File: src/rtl/spi_byte_shifter.sv
// SPI mode-0 master shifter: sends an N-bit word MSB first and optionally captures miso.
// Define SPI_BYTE_SHIFTER_RX_EN to build the receive path; otherwise o_rx_data is tied to 0.
module spi_byte_shifter #(
    parameter int unsigned N   = 8,
    parameter int unsigned DIV = 4
) (
    input  logic         i_clk,
    input  logic         i_clr,
    input  logic         i_start,
    input  logic [N-1:0] i_tx_data,
    input  logic         i_miso,
    output logic         o_sclk,
    output logic         o_mosi,
    output logic         o_busy,
    output logic         o_done,
    output logic [N-1:0] o_rx_data
);

    localparam int unsigned HcW = (DIV > 1) ? $clog2(DIV) : 1;
    localparam int unsigned BcW = $clog2(2 * N);
    localparam logic [HcW-1:0] HcLast = HcW'(DIV - 1);
    localparam logic [BcW-1:0] BcLast = BcW'(2 * N - 1);

    typedef enum logic [1:0] {
        StIdle  = 2'd0,
        StShift = 2'd1,
        StDone  = 2'd2
    } state_e;

    state_e         r_state;
    logic [HcW-1:0] r_hc;
    logic [BcW-1:0] r_bc;
    logic [N-1:0]   r_shift;
    logic           r_sclk;
    logic           r_busy;
    logic           r_done;

    logic w_half_end;
    logic w_last_half;

    assign w_half_end  = (r_hc == HcLast);
    assign w_last_half = (r_bc == BcLast);

    always_ff @(posedge i_clk) begin
        if (!i_clr) begin
            r_state <= StIdle;
            r_hc    <= '0;
            r_bc    <= '0;
            r_shift <= '0;
            r_sclk  <= 1'b0;
            r_busy  <= 1'b0;
            r_done  <= 1'b0;
        end else begin
            r_done <= 1'b0;
            unique case (r_state)
                StIdle: begin
                    if (i_start) begin
                        r_shift <= i_tx_data;
                        r_hc    <= '0;
                        r_bc    <= '0;
                        r_busy  <= 1'b1;
                        r_state <= StShift;
                    end
                end
                StShift: begin
                    if (w_half_end) begin
                        r_hc   <= '0;
                        r_sclk <= ~r_sclk;
                        if (w_last_half) begin
                            r_state <= StDone;
                            r_done  <= 1'b1;
                        end else begin
                            r_bc <= r_bc + BcW'(1);
                            // Falling sclk edge: advance to the next bit (never after the last one).
                            if (r_sclk) begin
                                r_shift <= {r_shift[N-2:0], 1'b0};
                            end
                        end
                    end else begin
                        r_hc <= r_hc + HcW'(1);
                    end
                end
                StDone: begin
                    r_busy  <= 1'b0;
                    r_state <= StIdle;
                end
                default: begin
                    r_state <= StIdle;
                end
            endcase
        end
    end

    assign o_sclk = r_sclk;
    assign o_mosi = (r_state == StShift) ? r_shift[N-1] : 1'b1;
    assign o_busy = r_busy;
    assign o_done = r_done;

`ifdef SPI_BYTE_SHIFTER_RX_EN
    logic [N-1:0] r_rx_shift;
    logic [N-1:0] r_rx_data;

    always_ff @(posedge i_clk) begin
        if (!i_clr) begin
            r_rx_shift <= '0;
            r_rx_data  <= '0;
        end else begin
            // Rising sclk edge: capture miso.
            if (r_state == StShift && w_half_end && !r_sclk) begin
                r_rx_shift <= {r_rx_shift[N-2:0], i_miso};
            end
            if (r_state == StDone) begin
                r_rx_data <= r_rx_shift;
            end
        end
    end

    assign o_rx_data = r_rx_data;
`else
    logic w_unused_miso;

    assign w_unused_miso = i_miso;
    assign o_rx_data     = '0;
`endif

endmodule
File: config.mk
export PLATFORM = sky130hd
export DESIGN_NAME = spi_byte_shifter
export DESIGN_NICKNAME = d
export VERILOG_FILES = /design/src/rtl/spi_byte_shifter.sv
export SDC_FILE = /design/constraint.sdc
export NUM_CORES = 1
export LEC_CHECK = 0
export BUFFER_PORTS_ARGS = -buffer_cell sky130_fd_sc_hd__buf_2
export CAP_MARGIN = 20
export CORE_MARGIN = 2
export CORE_UTILIZATION = 25
export CTS_CLUSTER_DIAMETER = 200
export CTS_CLUSTER_SIZE = 20
export DETAILED_ROUTE_END_ITERATION = 8
export GPL_TIMING_DRIVEN = 0
export PLACE_DENSITY = 0.5
export SYNTH_ARGS = -nofsm -noshare
export SYNTH_HDL_FRONTEND = slang
export SYNTH_SLANG_ARGS = --single-unit
File: constraint.sdc
create_clock -name i_clk -period 1.92 [get_ports i_clk]
set_input_delay 0 -clock i_clk [delete_from_list [all_inputs] [get_ports i_clk]]
set_output_delay 0 -clock i_clk [all_outputs]
set_load 0.02 [all_outputs]
Word level (Yosys, flattened, before mapping):

Cells that the tools add are included.

* muxes and demuxes: 20
* add/subtract/negate cells: 2
* equal/unequal tests: 9
* bitwise operators: 1
* reductions and logical operators: 10

Operators with widths (count)
* 8-bit two-way mux: 4
* 8-bit one-hot mux with 2 select lines: 1
* 4-bit two-way mux: 3
* 2-bit two-way mux: 5
* 2-bit != test (second input constant): 5
* 2-bit one-hot mux with 2 select lines: 2
* 4-bit one-hot mux with 2 select lines: 1
* 2-bit AND reduction: 3
* 3-bit AND reduction: 2
* 5-bit AND reduction: 1
* 4-bit by 1-bit adder with 4-bit output (second input constant): 1
* 2-bit equality test (second input constant): 2
* 4-bit equality test (second input constant): 1
* 4-bit AND reduction: 1
* 2-bit nonzero test: 2
* 1-bit two-way mux: 3
* 2-bit by 1-bit adder with 2-bit output (second input constant): 1
* 2-bit by 1-bit equality test with 1-bit output (second input constant): 1
* 2-bit logical NOT: 1
* 1-bit one-hot mux with 2 select lines: 1
* 1-bit NOT: 1

* word-level logic and storage cells: 49
* bits in registers: 19

Longest topological paths before layout:

Gate-level depths: netlist (run 1).

* depth after elaboration: 4
* gate-level depth with buffers: 5
* mapped depth without buffers: 4

Worst setup path before layout (run 1):

No wires, ideal clock.

* path type: flip-flop to flip-flop
* start point: register r_hc[0]
* end point: register r_shift[1]
* setup slack: 506 ps
* arrival time: 1342 ps
* period minus slack after synthesis: 1414 ps
* buffers on the path: 1
* cell stages (with the launch flop): 6
* path through: dfxtp_1 ha_1 and3b_1 buf_6 a31oi_4 mux2i_1

* word-level cells in the longest chain between the ends: 3

RTL lines
* start, declared: RTL line 31 `logic [HcW-1:0] r_hc;`
* start signal, assigned: RTL line 80 `r_hc <= r_hc + HcW'(1);`
* 2-bit equality test: RTL line 41 `assign w_half_end = (r_hc == HcLast);`
* 2-bit != test (no source line)
* 5-bit AND reduction (no source line)
* end signal, assigned: RTL line 58 `r_shift <= i_tx_data;`
* end signal, assigned: RTL line 76 `r_shift <= {r_shift[N-2:0], 1'b0};`
* end, declared: RTL line 33 `logic [N-1:0] r_shift;`

Every way passes these cells.
A chain may end at the register's enable or synchronous reset.

Worst setup path after layout (run 1):

* start point: register r_bc[0]
* end point: register r_shift[2]

* word-level cells in the longest chain between the ends: 3

RTL lines
* start, declared: RTL line 32 `logic [BcW-1:0] r_bc;`
* start signal, assigned: RTL line 73 `r_bc <= r_bc + BcW'(1);`
* 4-bit equality test: RTL line 42 `assign w_last_half = (r_bc == BcLast);`
* 2-bit != test (no source line)
* 5-bit AND reduction (no source line)

Every way passes these cells.

==> results of run 1 <==
-- power groups by stage --
stage,Clock (mW),Sequential (mW),Combinational (mW)
3_3_place_gp,0,0.427,0.123
2_1_floorplan,0,0.428,0.0968
5_1_grt,0.311,0.422,0.140
6_report,0.282,0.419,0.127
4_1_cts,0.294,0.419,0.127
3_5_place_dp,0,0.428,0.125
-- metrics by stage --
stage	setup WS (ps)	total power, mW
3_3_place_gp	357	0.551
2_1_floorplan	506	0.525
4_1_cts	301	0.840
3_5_place_dp	335	0.554
6_report	315	0.827
5_1_grt	200	0.872
-- worst paths after layout --
kind / to / cells after the start / from / slack, ps
max: r_shift[2] / 4 / r_bc[0] / 320
min: r_shift[5] / 3 / i_clr / 80
max reg2reg: r_shift[2] / 4 / r_bc[0] / 320
min reg2reg: r_shift[7] / 2 / r_shift[7] / 460
-- synthesized netlist by cell type (2+ instances only) --
library cell,number,share of area [%]
sky130_fd_sc_hd__buf_6,2,2.3
sky130_fd_sc_hd__inv_1,3,1.1
sky130_fd_sc_hd__nor2_1,4,1.5
sky130_fd_sc_hd__o21ai_0,2,1.0
sky130_fd_sc_hd__nor3b_1,4,3.0
sky130_fd_sc_hd__ha_1,2,2.5
sky130_fd_sc_hd__dfxtp_1,19,38
sky130_fd_sc_hd__buf_4,8,6.0
sky130_fd_sc_hd__mux2_2,7,7.9
sky130_fd_sc_hd__nand3_1,2,1.0
sky130_fd_sc_hd__mux2i_1,8,8.0
sky130_fd_sc_hd__buf_2,2,1.0
sky130_fd_sc_hd__nand2_1,16,6.0
sky130_fd_sc_hd__a21oi_1,3,1.5
sky130_fd_sc_hd__a22oi_1,2,1.5
sky130_fd_sc_hd__a211oi_1,3,2.3
-- per-layer routing --
metal,track usage [%],part of all wire (%),up-vias
met3,1.69,4.3,0
met1,11.4,47,333
met4,3.83,0,0
met5,0,0,-
li1,-,-,399
met2,15.1,48,13
-- state kept, by name (all words and copies together) (netlist names) --
signal	flops
r_hc	2
r_shift	8
o_done	1
r_bc	4
o_busy	1
r_state	2
o_sclk	1
-- kinds of logic after synthesis --
group	count (synthesis)	synth area share, %
other	1	0.377
buffers and inverters	17	11.2
and+or+nand+nor	34	17.3
adders and majority gates	2	2.51
AOI/OAI and AO/OA	16	13.6
DFF	19	38.2
xor gates and xnor gates	1	0.880
muxes	15	16.0
-- worst reg2reg max path, cell delays in order (launching register included) --
cell,delay (ps)
sky130_fd_sc_hd__dfxtp_1,390
sky130_fd_sc_hd__ha_1,230
sky130_fd_sc_hd__nand3_1,250
sky130_fd_sc_hd__a31oi_4,440
sky130_fd_sc_hd__mux2i_1,230
-- final cells by class --
cell class                 count  area [um^2]
fill                         405         2540
tap                           48         60.1
inverter                       4         15.0
timing repair buffer          14         75.1
sequential                    19          380
clock inverter                 1         5.00
multi-input combinational     76          531
clock buffer                   3         41.3
buffer                        13         96.3
-- what timing repair did --
item                      in CTS  in global routing
hold endpoints to repair       1                  0
resized for setup              0                  0
hold buffers                   1                  0
==> impl_metrics.toml, run 1 <==
[power_and_ir_drop]
p_int_mw = 0.613
cellPowerDensity_nw_per_um2 = 687
power.share.clock_pct = 34.1
power.net_switching_mw = 0.214
p_sw_share_pct = 25.9
leakage_nw = 0.533
comb_power_share_pct = 15.3
share_seq_of_total_power_pct = 50.6
vdd.ir_drop.worst_mv = 0.319

[die]
core_area_um2 = 3740
initial_core_util_pct = 26.6
dieWidth_um = 67.1
fp-row-count = 22
die-height_um = 67.1
io_pins = 24
fp.dieArea_um2 = 4500

[detailed_routing]
drt-pass1-iter-count = 4
num_vias = 745
dr.first_iter.drc_count = 14
detail_route.wirelength_mm = 1.90
final_antenna_net_count = 0
remaining_drc_errors = 0
drt-wirelength-per-cell_um = 10.6
drt-vias-per-instance = 4.19

[global_route]
vias_in_the_first_global_route = 743
antenna_found_initial = 0
grtUsageTotal_pct = 9.08
globalRouteOverflowTotal = 0
grt_start_max_net_pins = 12
first_pass_grt_wire_length_mm = 3.18

[placed_design]
buffer_ports.inserted = 13
post-place-cells = 173
gp_congestion = 0.792
hpwl_mm = 1.41
detailed_place.area_um2 = 1150

[synthesis]
post_syn_instances = 105
synth.lib_cells_used.distinct = 34
syn-mean-instance-area_um2 = 9.49
post_synth_instance_area_um2 = 996
synth_enable_flop_cells = 0
yosys_warnings = 0
ys_dominant_reg_cell = "sky130_fd_sc_hd__dfxtp_1"
share_of_synthesized_registers_carrying_an_async_set_or_reset_pct = 0
synth-seq-area-share_pct = 38.2
yosys_register_bits = 19

[min_path]
worst_min_delay_path_category = "input port to flop"

[clocking]
clock_tree.root_cell = "sky130_fd_sc_hd__clkbuf_8"
cts_setup_buffers = 0
cts_tree = "built"
worst_setup_hold_path_clk_slew_ps = 80
cts-htree-levels = 1
cts_sink_count = 19
clk_path_buf_depth = 2
cts_made_buffers = 3
insertion_delay_ps = 260

[setup_path]
worst-endpoint-required_ps = 2100
timing.critical_path.arrival_ps = 1790
worst_path_largest_cell_delay_ps = 440
crit_buf_inv = 0
worstSetupEndpointType = "flop"
worst-setup-path-type = "flop to flop"
path_max_fanout = 7
critical-path-top-delay-family = "compound AO/OA/AOI/OAI gates"
cp_slowest_cell = "sky130_fd_sc_hd__a31oi_4"
timing.critical_path.cells = "ha_1, nand3_1, a31oi_4, mux2i_1"
worstSetupStartpointType = "flop"

[final_layout]
final_core_utilization_pct = 32.2
final_common_cell = "sky130_fd_sc_hd__dfxtp_1"
final_cells = 178
antennaDiodeCount = 0
finish.net_count = 145
stdcell_area_um2 = 1200
final_cell_mix = "sky130_fd_sc_hd__dfxtp_1, sky130_fd_sc_hd__nand2_1, sky130_fd_sc_hd__buf_2"
area_delta_synth_final_pct = 20.9
final_layout_size_suffix_gt1_share_pct = 30.0

[timing]
timing.fmax_mhz = 623
min_period_ps = 1600
final_hold_violating_endpoints = 0
rsz0062_at_grt = "no"
fin_crit_sh_pct = 83.6
worst_hold_slack_ps = 76.2
final_setup_violating_endpoints = 0
worst-slew-pin-transition_ps = 592
final.setup_skew_ps = 5.36
timing.setup.tns_ps = 0
timing.slew.headroom_pct = 60.5
final-max-slew-violation-count = 0

[run_status]
status = "complete, no violations"

[run]
max_cap_viol_count = 0
(Power assumes the default switching activity.)
==> run 2, diff against run 1 <==
ABC_AREA = 1   (was not set)
clock period = 1.5 ns   (was 1.92 ns; I/O delays follow)
==> run 2 against run 1 <==
Sequential share of layout area is 1.1 points lower. Final area is 3.6% higher. Die area is 3.9% higher. Non-clock buffer count is 2 lower. Clock-buffer cell count stayed put. Synthesized cell count is 50% higher. Via count is 27% higher. First-iteration DRC count grew to 3.2 times the previous value. Cell count is 31% higher. Sequential power is 33% higher. Global-route usage is 0.96 points higher. Largest power group unchanged. Highest routed layer is now met4.
==> impl_metrics.toml, run 2 <==
[run_status]
status = "complete, no violations"

[timing]
rsz0062_at_grt = "no"
min_period_ps = 1350
timing.setup.tns_ps = 0
final_setup_violating_endpoints = 0
timing.fmax_mhz = 740
final.setup_skew_ps = 0.748
worst_hold_slack_ps = 18.0
fin_crit_sh_pct = 90.0
final_hold_violating_endpoints = 0
final-max-slew-violation-count = 0

[setup_path]
worstSetupStartpointType = "flop"
cp_slowest_cell = "sky130_fd_sc_hd__dfxtp_1"
worst_path_largest_cell_delay_ps = 380
timing.critical_path.arrival_ps = 1510
timing.critical_path.cells = "ha_1, nand3_2, nand2_1, nand3_1, nand2_1, nor2_1"
worstSetupEndpointType = "flop"
worst-setup-path-type = "flop to flop"
crit_path_frequent_cell = "sky130_fd_sc_hd__nand2_1"
reg2reg_from = "r_bc[0]"
worst-endpoint-required_ps = 1660
setup.worst_path.start = "r_bc[0]"
path_max_fanout = 8

[synthesis]
syn-mean-instance-area_um2 = 6.56
yosys.area_share.adder_pct = 2.41
share_of_synthesized_registers_carrying_an_async_set_or_reset_pct = 0
yosys_register_bits = 19
ys_dominant_reg_cell = "sky130_fd_sc_hd__dfxtp_1"
cell_type_with_the_highest_aggregate_area_in_the_netlist = "sky130_fd_sc_hd__dfxtp_1"
post_syn_instances = 158
post_synth_mux_area_share_pct = 0
main_combinational_cell_family_by_area_after_synthesis = "simple AND/OR/NAND/NOR gates"
most_instantiated_library_cell_after_synthesis = "sky130_fd_sc_hd__nand2_1"
synth_top_area_share_pct = 36.7
synth_common_cells = "sky130_fd_sc_hd__nand2_1, sky130_fd_sc_hd__nor2_1, sky130_fd_sc_hd__inv_1"
synth-seq-area-share_pct = 36.7
synthSimpleGateAreaFrac_pct = 35.8
synth.lib_cells_used.distinct = 18
post_synth_instance_area_um2 = 1040
synth_enable_flop_cells = 0
synth_compound_gate_area_share_pct = 7.84
yosys_warnings = 0
synthXorXnorAreaFrac_pct = 0
dominant_cells_by_area_after_synthesis = "sky130_fd_sc_hd__dfxtp_1, sky130_fd_sc_hd__nand2_1, sky130_fd_sc_hd__nor2_1"

[global_route]
first_pass_grt_wire_length_mm = 3.43
grt_start_max_net_pins = 12
vias_in_the_first_global_route = 785
grtUsageTotal_pct = 10.0
globalRouteOverflowTotal = 0
antenna_found_initial = 0

[die]
die-height_um = 68.4
fp-row-count = 23
dieWidth_um = 68.4
fp.dieArea_um2 = 4680
initial_core_util_pct = 25.9
io_pins = 24
core_area_um2 = 4000

[final_layout]
layout_top_registers = "r_shift x8, r_bc x4"
area_delta_synth_final_pct = 20.3
final_layout_size_suffix_gt1_share_pct = 19.7
largest_register_ffs = 8
multi_input_gate_area_in_the_final_layout_um2 = 513
fillCellCount = 477
stdcell_area_um2 = 1250
sequential_cell_area_um2 = 380
antennaDiodeCount = 0
finish.net_count = 198
final_common_cell = "sky130_fd_sc_hd__nand2_1"
final_cell_mix = "sky130_fd_sc_hd__nand2_1, sky130_fd_sc_hd__nor2_1, sky130_fd_sc_hd__inv_1, sky130_fd_sc_hd__dfxtp_1, sky130_fd_sc_hd__buf_2"
largest-register = "r_shift"

[detailed_routing]
wl_met2_um = 912
route.top_layer_used = "met4"
detail_route.wirelength_mm = 2.16
final_antenna_net_count = 0
drt-pass1-iter-count = 4
drt-wirelength-per-cell_um = 9.29
drt-vias-per-instance = 4.05
met1_layer_wirelength_in_the_final_routing_mm = 1.11
dr.first_iter.drc_count = 45
met3_length_um = 126
remaining_drc_errors = 0
num_vias = 944

[clocking]
clock_tree.root_cell = "sky130_fd_sc_hd__clkbuf_8"
postCtsHoldBufs = 0
cts_tree = "built"
clk_path_buf_depth = 2
insertion_delay_ps = 260
cts_setup_buffers = 0
worst_setup_hold_path_clk_slew_ps = 70
cts_sink_count = 19
cts_made_buffers = 3
cts-htree-levels = 1
cts.repair.resized = 0

[placed_design]
detailed_place.area_um2 = 1200
gp_congestion = 0.794
hpwl_mm = 1.58
buffer_ports.inserted = 14

[power_and_ir_drop]
vdd.ir_drop.worst_mv = 0.671
cellPowerDensity_nw_per_um2 = 934
leakage_nw = 0.633

[run]
max_cap_viol_count = 0

[min_path]
worst_min_delay_path_category = "input port to flop"
launch_point_of_the_worst_hold_path = "i_clr"
-- run 2: cell types whose count changed in the layout (fill, tap and decap cells not counted), moves of 7 or more --
cell,delta
sky130_fd_sc_hd__nor2_1,+25
sky130_fd_sc_hd__inv_1,+19
sky130_fd_sc_hd__nand2_1,+19
sky130_fd_sc_hd__nand3_1,+11
sky130_fd_sc_hd__mux2i_1,-8
sky130_fd_sc_hd__o21ai_0,+8
sky130_fd_sc_hd__mux2_2,-7
-- run 2: final cells by class --
cell class                 instances  share of cell area, %
multi-input combinational        112                   41.1
timing repair buffer              14                   5.62
clock buffer                       3                   3.31
buffer                            11                   7.12
inverter                          23                   6.92
clock inverter                     1                  0.401
tap                               50                   5.02
sequential                        19                   30.5
-- run 2: metal layers --
layer  global-route usage (%)  vias up
met4                     3.00        0
met3                     3.45        2
met1                     13.2      404
met2                     15.4       19
met5                        0        -
li1                         -      519
-- run 2: path summary, 6_finish.rpt --
| kind | slack, ps | cells past startpoint | to |
|---|---|---|---|
| hold reg to reg | 480 | 2 | r_hc[1] |
| hold / removal | 20 | 3 | o_sclk |
| setup / recovery | 150 | 6 | r_shift[0] |
| setup reg to reg | 150 | 6 | r_shift[0] |
-- run 2: stage by stage --
stage          cells  utilization, %  setup WS [ps]  power [mW]
2_1_floorplan    165               -            308       0.757
3_3_place_gp     229            29.9            108       0.813
3_5_place_dp     229            29.9            112       0.813
4_1_cts          233            31.1            110        1.19
5_1_grt          233            31.2           46.9        1.25
6_report         233            31.2            149        1.16
-- run 2: power breakdown --
part | switching (mW) | internal, mW | total, mW
Combinational | 0.151 | 0.0938 | 0.244
Sequential | 0.0175 | 0.539 | 0.556
Clock | 0.179 | 0.185 | 0.364
Total | 0.347 | 0.818 | 1.16
-- run 2: critical path: cells and delay by family (launching register included) --
family / cells / cell delay, ps
and+or+nand+nor: 5 / 660
DFF: 1 / 380
adders and majority gates: 1 / 220
-- run 2: cells by family after synthesis --
group	after synthesis
flip-flops	19
buffers and inverters	34
AO/OA/AOI/OAI	16
AND/OR/NAND/NOR	86
other	1
adder cells (fa/ha/maj)	2
